`src/rtl/sr_bank_driver_if.sv`:
```
// ---------------------------------------------------------------------------
// sr_bank_driver_if
// Bundles the target handshake, the S/R drive lines, the Q readback and the
// status outputs of sr_bank_driver.
//   master : control/bank side. Drives tgt_valid, tgt_data and q_fb, and
//            observes everything else.
//   slave  : sr_bank_driver itself.
// Ports carried:
//   tgt_valid/tgt_ready/tgt_data  target word handshake
//   s, r                          registered set/reset pulses to the bank
//   q_fb                          bank Q readback
//   shadow                        driver's record of the bank state
//   busy, done, err, err_cnt      status
// ---------------------------------------------------------------------------
interface sr_bank_driver_if #(
    parameter int WIDTH = 8
);
    logic             tgt_valid;
    logic             tgt_ready;
    logic [WIDTH-1:0] tgt_data;
    logic [WIDTH-1:0] s;
    logic [WIDTH-1:0] r;
    logic [WIDTH-1:0] q_fb;
    logic [WIDTH-1:0] shadow;
    logic             busy;
    logic             done;
    logic             err;
    logic [7:0]       err_cnt;

    modport master (
        output tgt_valid, tgt_data, q_fb,
        input  tgt_ready, s, r, shadow, busy, done, err, err_cnt
    );

    modport slave (
        input  tgt_valid, tgt_data, q_fb,
        output tgt_ready, s, r, shadow, busy, done, err, err_cnt
    );
endinterface

```
`src/rtl/sr_bank_driver.sv`:
```
// ---------------------------------------------------------------------------
// sr_bank_driver
// Drives a bank of SR flip-flops from a target word. For every accepted
// target it issues one registered cycle of S/R pulses that move the bank from
// its recorded state (shadow) to the target. S and R are never high together
// on the same bit. Optionally reads Q back after a settle time and flags any
// mismatch against shadow.
//
// Ports:
//   clk   rising-edge clock
//   rst   synchronous active-high reset; forces the bank to 0 (r = all ones)
//   bus   sr_bank_driver_if.slave: tgt_valid/tgt_ready/tgt_data handshake,
//         s/r pulses, q_fb readback, shadow, busy, done, err, err_cnt
//
// Parameters:
//   WIDTH   number of flip-flops driven (must match the interface WIDTH)
//   SETTLE  cycles between the pulse and the readback compare (1..15)
//
// Build option:
//   SR_READBACK_CHECK_EN  when defined, adds the SETTLE wait, compares q_fb
//                         against shadow in CHECK and makes err/err_cnt live.
//                         When undefined, DRIVE goes straight to CHECK, q_fb
//                         is ignored and err/err_cnt are tied to 0.
// ---------------------------------------------------------------------------
module sr_bank_driver #(
    parameter int WIDTH  = 8,
    parameter int SETTLE = 2
) (
    input  logic          clk,
    input  logic          rst,
    sr_bank_driver_if.slave bus
);

    typedef enum logic [2:0] {
        ST_CLR    = 3'd0,
        ST_IDLE   = 3'd1,
        ST_DRIVE  = 3'd2,
        ST_SETTLE = 3'd3,
        ST_CHECK  = 3'd4
    } state_t;

    state_t           state_reg;
    state_t           state_next;
    logic [WIDTH-1:0] s_reg;
    logic [WIDTH-1:0] r_reg;
    logic [WIDTH-1:0] shadow_reg;
    logic [WIDTH-1:0] s_next;
    logic [WIDTH-1:0] r_next;
    logic             accept;
    logic             mismatch;
    logic             tgt_ready_next;
    logic             busy_next;
    logic             done_next;
    logic             err_next;

    // Per-bit pulse: set only bits going 0->1, reset only bits going 1->0.
    // A bit cannot be both, so S and R are mutually exclusive by construction.
    generate
        for (genvar gi = 0; gi < WIDTH; gi++) begin : g_pulse
            assign s_next[gi] = bus.tgt_data[gi] & ~shadow_reg[gi];
            assign r_next[gi] = ~bus.tgt_data[gi] & shadow_reg[gi];
        end
    endgenerate

    // tgt_ready is a pure function of state, so accept has no loop back
    // through the ready output.
    assign accept = (state_reg == ST_IDLE) && bus.tgt_valid;

`ifdef SR_READBACK_CHECK_EN
    logic [3:0] settle_cnt_reg;
    logic [7:0] err_cnt_reg;

    assign mismatch = (bus.q_fb != shadow_reg);
`else
    logic unused_q_fb;

    assign unused_q_fb = ^bus.q_fb;
    assign mismatch    = 1'b0;
`endif

    // Next state and state-decoded outputs.
    always_comb begin
        state_next     = state_reg;
        tgt_ready_next = 1'b0;
        busy_next      = 1'b1;
        done_next      = 1'b0;
        err_next       = 1'b0;
        case (state_reg)
            ST_CLR: begin
                state_next = ST_IDLE;
            end
            ST_IDLE: begin
                tgt_ready_next = 1'b1;
                busy_next      = 1'b0;
                if (bus.tgt_valid) begin
                    state_next = ST_DRIVE;
                end
            end
            ST_DRIVE: begin
`ifdef SR_READBACK_CHECK_EN
                state_next = ST_SETTLE;
`else
                state_next = ST_CHECK;
`endif
            end
            ST_SETTLE: begin
`ifdef SR_READBACK_CHECK_EN
                if (settle_cnt_reg == 4'd0) begin
                    state_next = ST_CHECK;
                end
`else
                state_next = ST_CHECK;
`endif
            end
            ST_CHECK: begin
                done_next  = 1'b1;
                err_next   = mismatch;
                state_next = ST_IDLE;
            end
            default: begin
                state_next = ST_CLR;
            end
        endcase
    end

    always_ff @(posedge clk) begin
        if (rst) begin
            // Hold the bank cleared for as long as reset is asserted.
            state_reg  <= ST_CLR;
            s_reg      <= '0;
            r_reg      <= '1;
            shadow_reg <= '0;
        end else begin
            state_reg <= state_next;
            // Pulses live for exactly the DRIVE cycle; zero everywhere else.
            s_reg     <= accept ? s_next : '0;
            r_reg     <= accept ? r_next : '0;
            if (accept) begin
                shadow_reg <= bus.tgt_data;
            end
        end
    end

`ifdef SR_READBACK_CHECK_EN
    always_ff @(posedge clk) begin
        if (rst) begin
            settle_cnt_reg <= 4'd0;
            err_cnt_reg    <= 8'd0;
        end else begin
            // Loaded in DRIVE so SETTLE lasts exactly SETTLE cycles (N-1..0).
            if (state_reg == ST_DRIVE) begin
                settle_cnt_reg <= 4'(SETTLE - 1);
            end else if ((state_reg == ST_SETTLE) && (settle_cnt_reg != 4'd0)) begin
                settle_cnt_reg <= settle_cnt_reg - 4'd1;
            end
            if ((state_reg == ST_CHECK) && mismatch && (err_cnt_reg != 8'hFF)) begin
                err_cnt_reg <= err_cnt_reg + 8'd1;
            end
        end
    end

    assign bus.err_cnt = err_cnt_reg;
`else
    assign bus.err_cnt = 8'd0;
`endif

    assign bus.s         = s_reg;
    assign bus.r         = r_reg;
    assign bus.shadow    = shadow_reg;
    assign bus.tgt_ready = tgt_ready_next;
    assign bus.busy      = busy_next;
    assign bus.done      = done_next;
    assign bus.err       = err_next;

endmodule

```
`src/flat_wrapper.sv`:
```
// flat-port wrapper written by rule: the top's interface ports become plain ports
module sr_bank_driver_flat 
#(
    parameter int WIDTH  = 8,
    parameter int SETTLE = 2
)
  (clk, rst, bus_tgt_valid, bus_tgt_data, bus_q_fb, bus_tgt_ready, bus_s, bus_r, bus_shadow, bus_busy, bus_done, bus_err, bus_err_cnt);
  sr_bank_driver_if #(.WIDTH(WIDTH)) bus_i ();
  input  logic clk;
  input  logic rst;
  input wire logic [$bits(bus_i.tgt_valid)-1:0] bus_tgt_valid;
  input wire logic [$bits(bus_i.tgt_data)-1:0] bus_tgt_data;
  input wire logic [$bits(bus_i.q_fb)-1:0] bus_q_fb;
  output wire logic [$bits(bus_i.tgt_ready)-1:0] bus_tgt_ready;
  output wire logic [$bits(bus_i.s)-1:0] bus_s;
  output wire logic [$bits(bus_i.r)-1:0] bus_r;
  output wire logic [$bits(bus_i.shadow)-1:0] bus_shadow;
  output wire logic [$bits(bus_i.busy)-1:0] bus_busy;
  output wire logic [$bits(bus_i.done)-1:0] bus_done;
  output wire logic [$bits(bus_i.err)-1:0] bus_err;
  output wire logic [$bits(bus_i.err_cnt)-1:0] bus_err_cnt;
  assign bus_i.tgt_valid = bus_tgt_valid;
  assign bus_i.tgt_data = bus_tgt_data;
  assign bus_i.q_fb = bus_q_fb;
  assign bus_tgt_ready = bus_i.tgt_ready;
  assign bus_s = bus_i.s;
  assign bus_r = bus_i.r;
  assign bus_shadow = bus_i.shadow;
  assign bus_busy = bus_i.busy;
  assign bus_done = bus_i.done;
  assign bus_err = bus_i.err;
  assign bus_err_cnt = bus_i.err_cnt;
  sr_bank_driver #(.WIDTH(WIDTH), .SETTLE(SETTLE)) u_core (.clk(clk), .rst(rst), .bus(bus_i));
endmodule
```
`config.mk`:
```
export PLATFORM = sky130hd
export DESIGN_NAME = sr_bank_driver_flat
export DESIGN_NICKNAME = d
export VERILOG_FILES = /design/src/rtl/sr_bank_driver_if.sv /design/src/rtl/sr_bank_driver.sv /design/src/flat_wrapper.sv
export SDC_FILE = /design/constraint.sdc
export NUM_CORES = 1
export LEC_CHECK = 0
export BUFFER_PORTS_ARGS = -buffer_cell sky130_fd_sc_hd__buf_2
export CAP_MARGIN = 20
export CORE_MARGIN = 3
export CORE_UTILIZATION = 44
export DETAILED_ROUTE_END_ITERATION = 6
export PLACE_DENSITY = 0.78
export SETUP_SLACK_MARGIN = 0.2
export SYNTH_ARGS = -nofsm -noshare
export SYNTH_HDL_FRONTEND = slang
export SYNTH_SLANG_ARGS = --single-unit
```
`constraint.sdc`:
```
create_clock -name clk -period 1.5 [get_ports clk]
set_input_delay 0 -clock clk [delete_from_list [all_inputs] [get_ports clk]]
set_output_delay 0 -clock clk [all_outputs]
set_load 0.01 [all_outputs]
```
==> results of run 1 <==
[power by group]
group	total, mW	internal [mW]	switching (mW)
Sequential	0.770	0.749	0.0208
Clock	0.302	0.104	0.198
Combinational	0.230	0.117	0.113
Total	1.30	0.970	0.332
[synthesized netlist by cell type (all sizes together)]
cell type  instances
a31o               8
buf               14
clkbuf             1
conb               1
dfxtp             27
inv                9
mux2i              8
nand2b            17
nor2               1
nor3               1
nor3b              2
nor4               8
nor4bb             1
o21a               1
or3b               1
[kinds of logic (layout without fill, tap and decap cells)]
logic type	count (synthesis)	after routing	share of synthesized area
AND/OR/NAND/NOR	31	31	0.225
AO/OA/AOI/OAI	9	9	0.0712
multiplexers	8	8	0.0735
other	1	9	0.00344
flip-flops	27	27	0.496
buffers and inverters	24	67	0.131
[critical path, cell delays in order (launching register included)]
cell and delay [ns]:
dfxtp_4 0.37, or3b_4 0.44, inv_2 0.07, buf_6 0.09
[routing by layer]
layer  GRT usage  vias up
met3      0.0232        0
met1       0.184      398
li1            -      416
met2       0.248       27
met4      0.0313        0
met5           0        -
[cell type report]
| class | count | area [µm²] |
|---|---|---|
| fillers | 188 | 830 |
| flip-flops and latches | 27 | 547 |
| multi-input cells | 57 | 452 |
| repair buffers | 54 | 353 |
| well taps | 28 | 35.0 |
| inverters | 9 | 33.8 |
| clock buffers | 4 | 26.3 |
[worst paths after layout]
check                             end  slack [ns]  depth (start not counted)
hold reg to reg       u_core.bus.s[7]        0.49                          1
setup reg to reg      u_core.bus.s[7]        0.22                          3
setup / recovery        bus_tgt_ready        0.21                          3
hold / removal    u_core.state_reg[0]        0.12                          2
[timing repair]
action | CTS | global route
hold endpoints to repair | 17 | 0
hold buffers | 9 | 0
pin swaps | 1 | 1
resized for setup | 6 | 3
buffers inserted | 3 | 3
endpoints found under the setup margin | 2 | 15
cloned | 0 | 0
==> flow_summary.toml, run 1 <==
[finish]
insertedDiodeCount = 0
final_common_cell = "buf_2"
fin_area_um2 = 1450
final_cells = 179
finish.utilization = 0.636
final_cell_mix = "buf_2 (36), dfxtp_1 (24), nand2b_1 (17), conb_1 (9), dlygate4sd3_1 (9)"
drive_above_1_share = 0.444
final_nets = 171
syn2layout_area_growth_pct = 32.7

[drt]
vias = 841
dr.pass1.iters = 3
drc_errors = 0
drt_iter0_drc = 16
drt-wirelength-per-cell_um = 12.1
routed_wl_mm = 2.17
via_per_inst = 4.70
dr_wl_met2_mm = 1.12
wl_met3_um = 126
routed.top_layer = "met3"
ant_nets = 0
wl_met1_um = 925

[grt]
antenna_found_initial = 0
grt_util_all_layers = 0.143
grt_pass1_vias = 866
grt_overflow = 0
grt_max_degree = 28
grt_pass1_wl_mm = 3.66

[placed_design]
place_ws_ns = 0.271
port_buffers = 37
finalWeightedCongestion = 0.700
place_inst = 160
place_area_um2 = 1260

[sta]
fin_crit_ns = 1.29
report.final.slew_viol_count = 0
rsz0062_at_grt = "true"
worst_pin_slew_ns = 0.509
setup_violations = 0
finalHoldViolCount = 0
worst_clock_skew_ns = 0.00467
holdWs_ns = 0.123
setup-tns-final_ns = 0
finalCritPeriodShare = 0.858
max_freq_ghz = 0.777
finalWorstSetupSlack_ns = 0.213
relSlewSlack = 0.660

[setup_path]
critPathKind = "register to primary output"
path_max_fanout = 6
startpoint = "u_core.state_reg[2]"
critPathRequiredTime_ns = 1.50
startpoint_type = "register"
crit_path_end_kind = "primary output"
r2r-start = "u_core.state_reg[2]"
crit_arrival_ns = 1.29

[clocking]
clk_latency_ns = 0.31
clockRootBuffer = "clkbuf_4"
clkSlewWorstSetupHoldPaths_ns = 0.14
clkSinkCount = 27
cts_buffers = 3
cts_buffer_depth = 2
h-tree-depth = 1
cts_tree = "yes"

[logic_synthesis]
netlist_instances = 100
netlist_area_um2 = 1090
synth.avg_cell_area_um2 = 10.9
synth.area.top_cells = "dfxtp_1 (50%), nand2b_1 (9.8%), nor4_2 (8.0%), mux2i_1 (7.3%), buf_4 (6.2%)"
seq_area_frac_synth = 0.496
ys_seq_elements = 27
synth_warnings = 0
ys_types = 19
synth_top_cell_by_area = "dfxtp_1"
synth_top_area_frac = 0.496

[run]
maxCapViolCount = 0

[pwr]
power_mw = 1.30
p_leak_nw = 0.676
powerDensity_nw_per_um2 = 900
vdd_ir_drop_max_uv = 742

[status]
outcome = "completed"

[hold_path]
hp-class = "primary input to register"
hold_path_startpoint = "rst"

[floorplan]
start_util = 0.479
die_x_um = 55.8
dieArea_um2 = 3110
rows = 17
coreArea_um2 = 2280
boundaryPins = 55
fp.dieH_um = 55.8
(Power assumes the default switching activity.)
==> run 2: changes to the inputs <==
--- a/config.mk
+++ b/config.mk
@@ -5,13 +5,15 @@
 export SDC_FILE = /design/constraint.sdc
 export NUM_CORES = 1
 export LEC_CHECK = 0
+export ABC_AREA = 1
 export BUFFER_PORTS_ARGS = -buffer_cell sky130_fd_sc_hd__buf_2
 export CAP_MARGIN = 20
 export CORE_MARGIN = 3
-export CORE_UTILIZATION = 44
+export CORE_UTILIZATION = 43
 export DETAILED_ROUTE_END_ITERATION = 6
-export PLACE_DENSITY = 0.78
+export PLACE_DENSITY = 0.77
 export SETUP_SLACK_MARGIN = 0.2
 export SYNTH_ARGS = -nofsm -noshare
 export SYNTH_HDL_FRONTEND = slang
 export SYNTH_SLANG_ARGS = --single-unit
+export TNS_END_PERCENT = 5
==> flow_summary.toml, run 2 <==
[floorplan]
die_x_um = 55.1
boundaryPins = 55
dieArea_um2 = 3040
fp.dieH_um = 55.1
coreArea_um2 = 2250
rows = 17
start_util = 0.461

[setup_path]
crit_arrival_ns = 1.16
startpoint_type = "register"
critPathRequiredTime_ns = 1.50
path_max_fanout = 10
crit_path_end_kind = "primary output"
critPathKind = "register to primary output"

[drt]
drc_errors = 0
via_per_inst = 4.52
drt_iter0_drc = 24
routed_wl_mm = 2.19
dr.pass1.iters = 4
ant_nets = 0
vias = 926
drt-wirelength-per-cell_um = 10.7

[sta]
worst_clock_skew_ns = 0.00462
report.final.slew_viol_count = 0
rsz0062_at_grt = "false"
finalHoldViolCount = 0
setup_violations = 0
finalCritPeriodShare = 0.776
fin_crit_ns = 1.16
max_freq_ghz = 0.859
setup-tns-final_ns = 0

[placed_design]
port_buffers = 37
finalWeightedCongestion = 0.691
dpl.hpwl_mm = 1.62

[grt]
grt_max_degree = 17
grt_overflow = 0
grt_util_all_layers = 0.161
grt_pass1_vias = 800
antenna_found_initial = 0
grt_pass1_wl_mm = 3.52

[finish]
insertedDiodeCount = 0
syn2layout_area_growth_pct = 27.8
final_common_cell = "buf_2"
fillers = 210
final_cell_mix = "buf_2 (37), nor2_1 (33), dfxtp_1 (27), nand2_1 (21), inv_1 (11)"
finish.utilization = 0.589
drive_above_1_share = 0.282
final_nets = 197

[clocking]
h-tree-depth = 1
clockRootBuffer = "clkbuf_4"
clk_latency_ns = 0.32
clkSlewWorstSetupHoldPaths_ns = 0.14
cts_buffer_depth = 2
post_cts_resized = 0
cts_buffers = 3
clkSinkCount = 27
cts_tree = "yes"

[logic_synthesis]
synth.most_common_cell = "nor2_1"
netlist_instances = 130
synth-edff-count = 0
async_reset_ff_frac = 0
synth_common_cells = "nor2_1 (33), dfxtp_1 (27), nand2_1 (21)"
netlist_area_um2 = 1040
ys_types = 15
ys_seq_elements = 27
synth_warnings = 0
synth_top_area_frac = 0.520
synth.area.top_cells = "dfxtp_1 (52%), nor2_1 (12%), nand2_1 (7.6%), buf_4 (6.5%), nand4_1 (4.8%)"
synth.avg_cell_area_um2 = 7.99
synth_top_cell_by_area = "dfxtp_1"
synth_top_flop_cell = "dfxtp_1"
seq_area_frac_synth = 0.520

[pwr]
p_int_uw = 960
powerDensity_nw_per_um2 = 1010
combPwrFrac = 0.182
clkPwrFrac = 0.231
swShare = 0.281
seqPwrFrac = 0.586
vdd_ir_drop_max_uv = 418
p_leak_nw = 0.704
power.switching_uw = 375

[hold_path]
hp-class = "primary input to register"

[status]
outcome = "completed"

[run]
maxCapViolCount = 0
-- run 2: layout make-up --
class	instances	area, µm²	area share
sequential	27	541	0.407
multi-input combinational	84	382	0.287
timing repair buffer	48	290	0.219
inverter	14	52.6	0.0396
tap	28	35.0	0.0264
clock buffer	3	22.5	0.0170
clock inverter	1	5.00	0.00377
-- run 2: critical path, stage by stage, from the launching register on --
cell	delay, ns
dfxtp_1	0.35
inv_2	0.17
nand3_4	0.12
inv_1	0.09
buf_2	0.13
-- run 2: final timing paths --
kind / cells past startpoint / from / slack [ns] / end
worst max-delay path: 4 / u_core.state_reg[2] / 0.34 / bus_tgt_ready
worst min-delay path: 3 / bus_tgt_valid / 0.06 / u_core.bus.r[2]
worst max register to register: 6 / u_core.state_reg[2] / 0.43 / u_core.bus.shadow[6]
worst min register to register: 1 / u_core.state_reg[2] / 0.46 / u_core.state_reg[2]
-- run 2: what timing repair did --
action,4_1_cts,5_1_grt
endpoints found under the hold margin,18,0
hold buffers,9,0
setup buffers,0,0
-- run 2: layer usage --
| layer | GRT usage | vias to the layer above | part of all wire | wire [µm] |
|---|---|---|---|---|
| met5 | 0 | - | 0 | 0 |
| met4 | 0.0850 | 0 | 0.013 | 29 |
| met3 | 0.0161 | 2 | 0.082 | 179 |
| met2 | 0.291 | 41 | 0.50 | 1100 |
| met1 | 0.185 | 405 | 0.40 | 884 |
| li1 | - | 478 | - | - |
-- run 2: power by group through the flow --
stage | Clock (mW) | Sequential, mW | Combinational [mW]
after floorplan | 0 | 0.818 | 0.141
after global placement | 0 | 0.796 | 0.221
after detailed placement | 0 | 0.799 | 0.227
after CTS | 0.316 | 0.783 | 0.245
after global routing | 0.344 | 0.789 | 0.276
final | 0.309 | 0.783 | 0.243
-- run 2: kinds of logic (layout without fill, tap and decap cells) --
family / count (synthesis) / in the layout / synth area share
and+or+nand+nor: 67 / 67 / 0.296
AOI/OAI and AO/OA: 8 / 8 / 0.0386
buffers and inverters: 27 / 66 / 0.141
other: 1 / 9 / 0.00361
DFF: 27 / 27 / 0.520
-- run 2: per-stage QoR --
stage	power [mW]	cell area (µm²)	hold slack, ns	worst slack [ns]	instances
finish	1.34	1330	0.0639	0.336	205
global route	1.41	1330	0.0683	0.253	205
CTS	1.34	1330	0.0478	0.331	205
detailed placement	1.03	1210	0.246	0.459	192
global placement	1.02	1210	0.245	0.476	192
floorplan	0.959	1070	0.126	0.550	138
==> run 3: changes to the inputs <==
==> constraint.sdc (replaced) <==
create_clock -name clk -period 1.15 [get_ports clk]
set_input_delay 0 -clock clk [delete_from_list [all_inputs] [get_ports clk]]
set_output_delay 0 -clock clk [all_outputs]
set_load 0.01 [all_outputs]
==> flow_summary.toml, run 3 (synthesized netlist as in run 2, its figures left out) <==
[status]
outcome = "completed"

[grt]
grt_max_degree = 17
grt_util_all_layers = 0.156
busiest_layer = "met2"
grt.met1_usage = 0.161
grt_pass1_vias = 831
grt_util_met3 = 0.0241
grt_overflow = 0
grt_pass1_wl_mm = 3.34
met2_usage = 0.291
antenna_found_initial = 0

[sta]
fin_crit_ns = 1.06
rsz0062_at_grt = "true"
report.final.slew_viol_count = 0
finalCritPeriodShare = 0.919
setup-tns-final_ns = 0
max_freq_ghz = 0.947
finalWorstSetupSlack_ns = 0.0937
setup_violations = 0
finalHoldViolCount = 0
worst_clock_skew_ns = 0.00287

[setup_path]
crit_arrival_ns = 1.06
crit_chain = "inv_4 > nand3_4 > inv_1 > buf_2"
critPathRequiredTime_ns = 1.15
startpoint_type = "register"
path_buf_inv = 3
crit_path_end_kind = "primary output"
max_stage_delay_ns = 0.37
slowest_stage = "dfxtp_2"
reg2regPathDepth = 6
rrSetupSlack_ns = 0.12
critPathKind = "register to primary output"
crit_cells = 4
r2r-start = "u_core.state_reg[2]"
crit_family = "flip-flops"
worstReg2RegEnd = "u_core.bus.shadow[3]"
path_max_fanout = 5

[finish]
final_cell_mix = "buf_2 (37), nor2_1 (33), dfxtp_1 (24), nand2_1 (20), inv_1 (11)"
seqCellArea_um2 = 547
multiInputGateArea_um2 = 384
drive_above_1_share = 0.313
insertedDiodeCount = 0
syn2layout_area_growth_pct = 30.8
final_common_cell = "buf_2"
final_nets = 199
finish.utilization = 0.603
fillers = 208

[clocking]
cts_buffer_depth = 2
cts_buffers = 3
clkSinkCount = 27
clk_latency_ns = 0.32
h-tree-depth = 1
cts_tree = "yes"
clockRootBuffer = "clkbuf_4"
clkSlewWorstSetupHoldPaths_ns = 0.14

[placed_design]
place_ws_ns = 0.137
finalWeightedCongestion = 0.696
dpl.hpwl_mm = 1.58
port_buffers = 37

[floorplan]
boundaryPins = 55
die_x_um = 55.1
start_util = 0.461
dieArea_um2 = 3040
coreArea_um2 = 2250
fp.dieH_um = 55.1
rows = 17

[pwr]
powerDensity_nw_per_um2 = 1290
p_leak_nw = 0.716
vdd_ir_drop_max_uv = 602

[hold_path]
hold_path_startpoint = "rst"
hold_end = "u_core.state_reg[1]"
hp-class = "primary input to register"
hold_path_depth = 2

[run]
maxCapViolCount = 0

[drt]
drc_errors = 0
vias = 959
via_per_inst = 4.63
drt-wirelength-per-cell_um = 10.9
routed_wl_mm = 2.26
drt_iter0_drc = 18
ant_nets = 0
dr.pass1.iters = 4
==> run 3: cell types whose count changed in the layout (fill, tap and decap cells not counted), moves of 2 or more <==
cell	before	now
dfxtp_1	27	24
dfxtp_2	0	2
inv_4	0	3
buf_4	2	4
inv_2	3	0
==> run 3: routing by layer <==
layer / part of all wire / vias up
met3: 0.064 / 4
met1: 0.41 / 439
met5: 0 / -
met4: 0.017 / 0
met2: 0.51 / 33
li1: - / 483
==> run 3: layout make-up <==
cell class,instances,area share
clock buffers,4,0.0193
inverters,14,0.0442
multi-input cells,84,0.283
flip-flops and latches,27,0.402
well taps,28,0.0258
repair buffers,50,0.226
==> run 3: where the power goes <==
part	internal, mW	switching [mW]
logic	0.132	0.192
clock network	0.136	0.268
registers	0.994	0.0300
==> run 3: timing repair <==
item                                    in CTS  in global routing
resized for setup                            4                  5
pin swaps                                    0                  4
endpoints found under the setup margin      26                 27
setup buffers                                3                  0
endpoints found under the hold margin       14                  0
hold buffers                                 8                  0
==> run 3: how the worst max path moves through the flow <==
stage / startpoint / endpoint / slack, ns
3_5_place_dp: u_core.state_reg[0] / u_core.bus.shadow[0] / 0.14
2_1_floorplan: u_core.state_reg[2] / u_core.bus.shadow[6] / 0.20
4_1_cts: u_core.state_reg[0] / bus_done / 0.08
5_1_grt: u_core.state_reg[0] / bus_done / 0.04
6_report: u_core.state_reg[2] / bus_tgt_ready / 0.09
3_3_place_gp: u_core.state_reg[2] / u_core.bus.s[7] / 0.17
==> run 3: per-stage QoR <==
step / std cells / total power, mW / hold slack (ns) / area (µm²)
after floorplan: 138 / 1.25 / 0.126 / 1070
after global placement: 192 / 1.32 / 0.245 / 1210
after detailed placement: 192 / 1.33 / 0.249 / 1210
after CTS: 207 / 1.75 / 0.00246 / 1350
after global routing: 207 / 1.84 / 0.0162 / 1360
final: 207 / 1.75 / 0.0111 / 1360
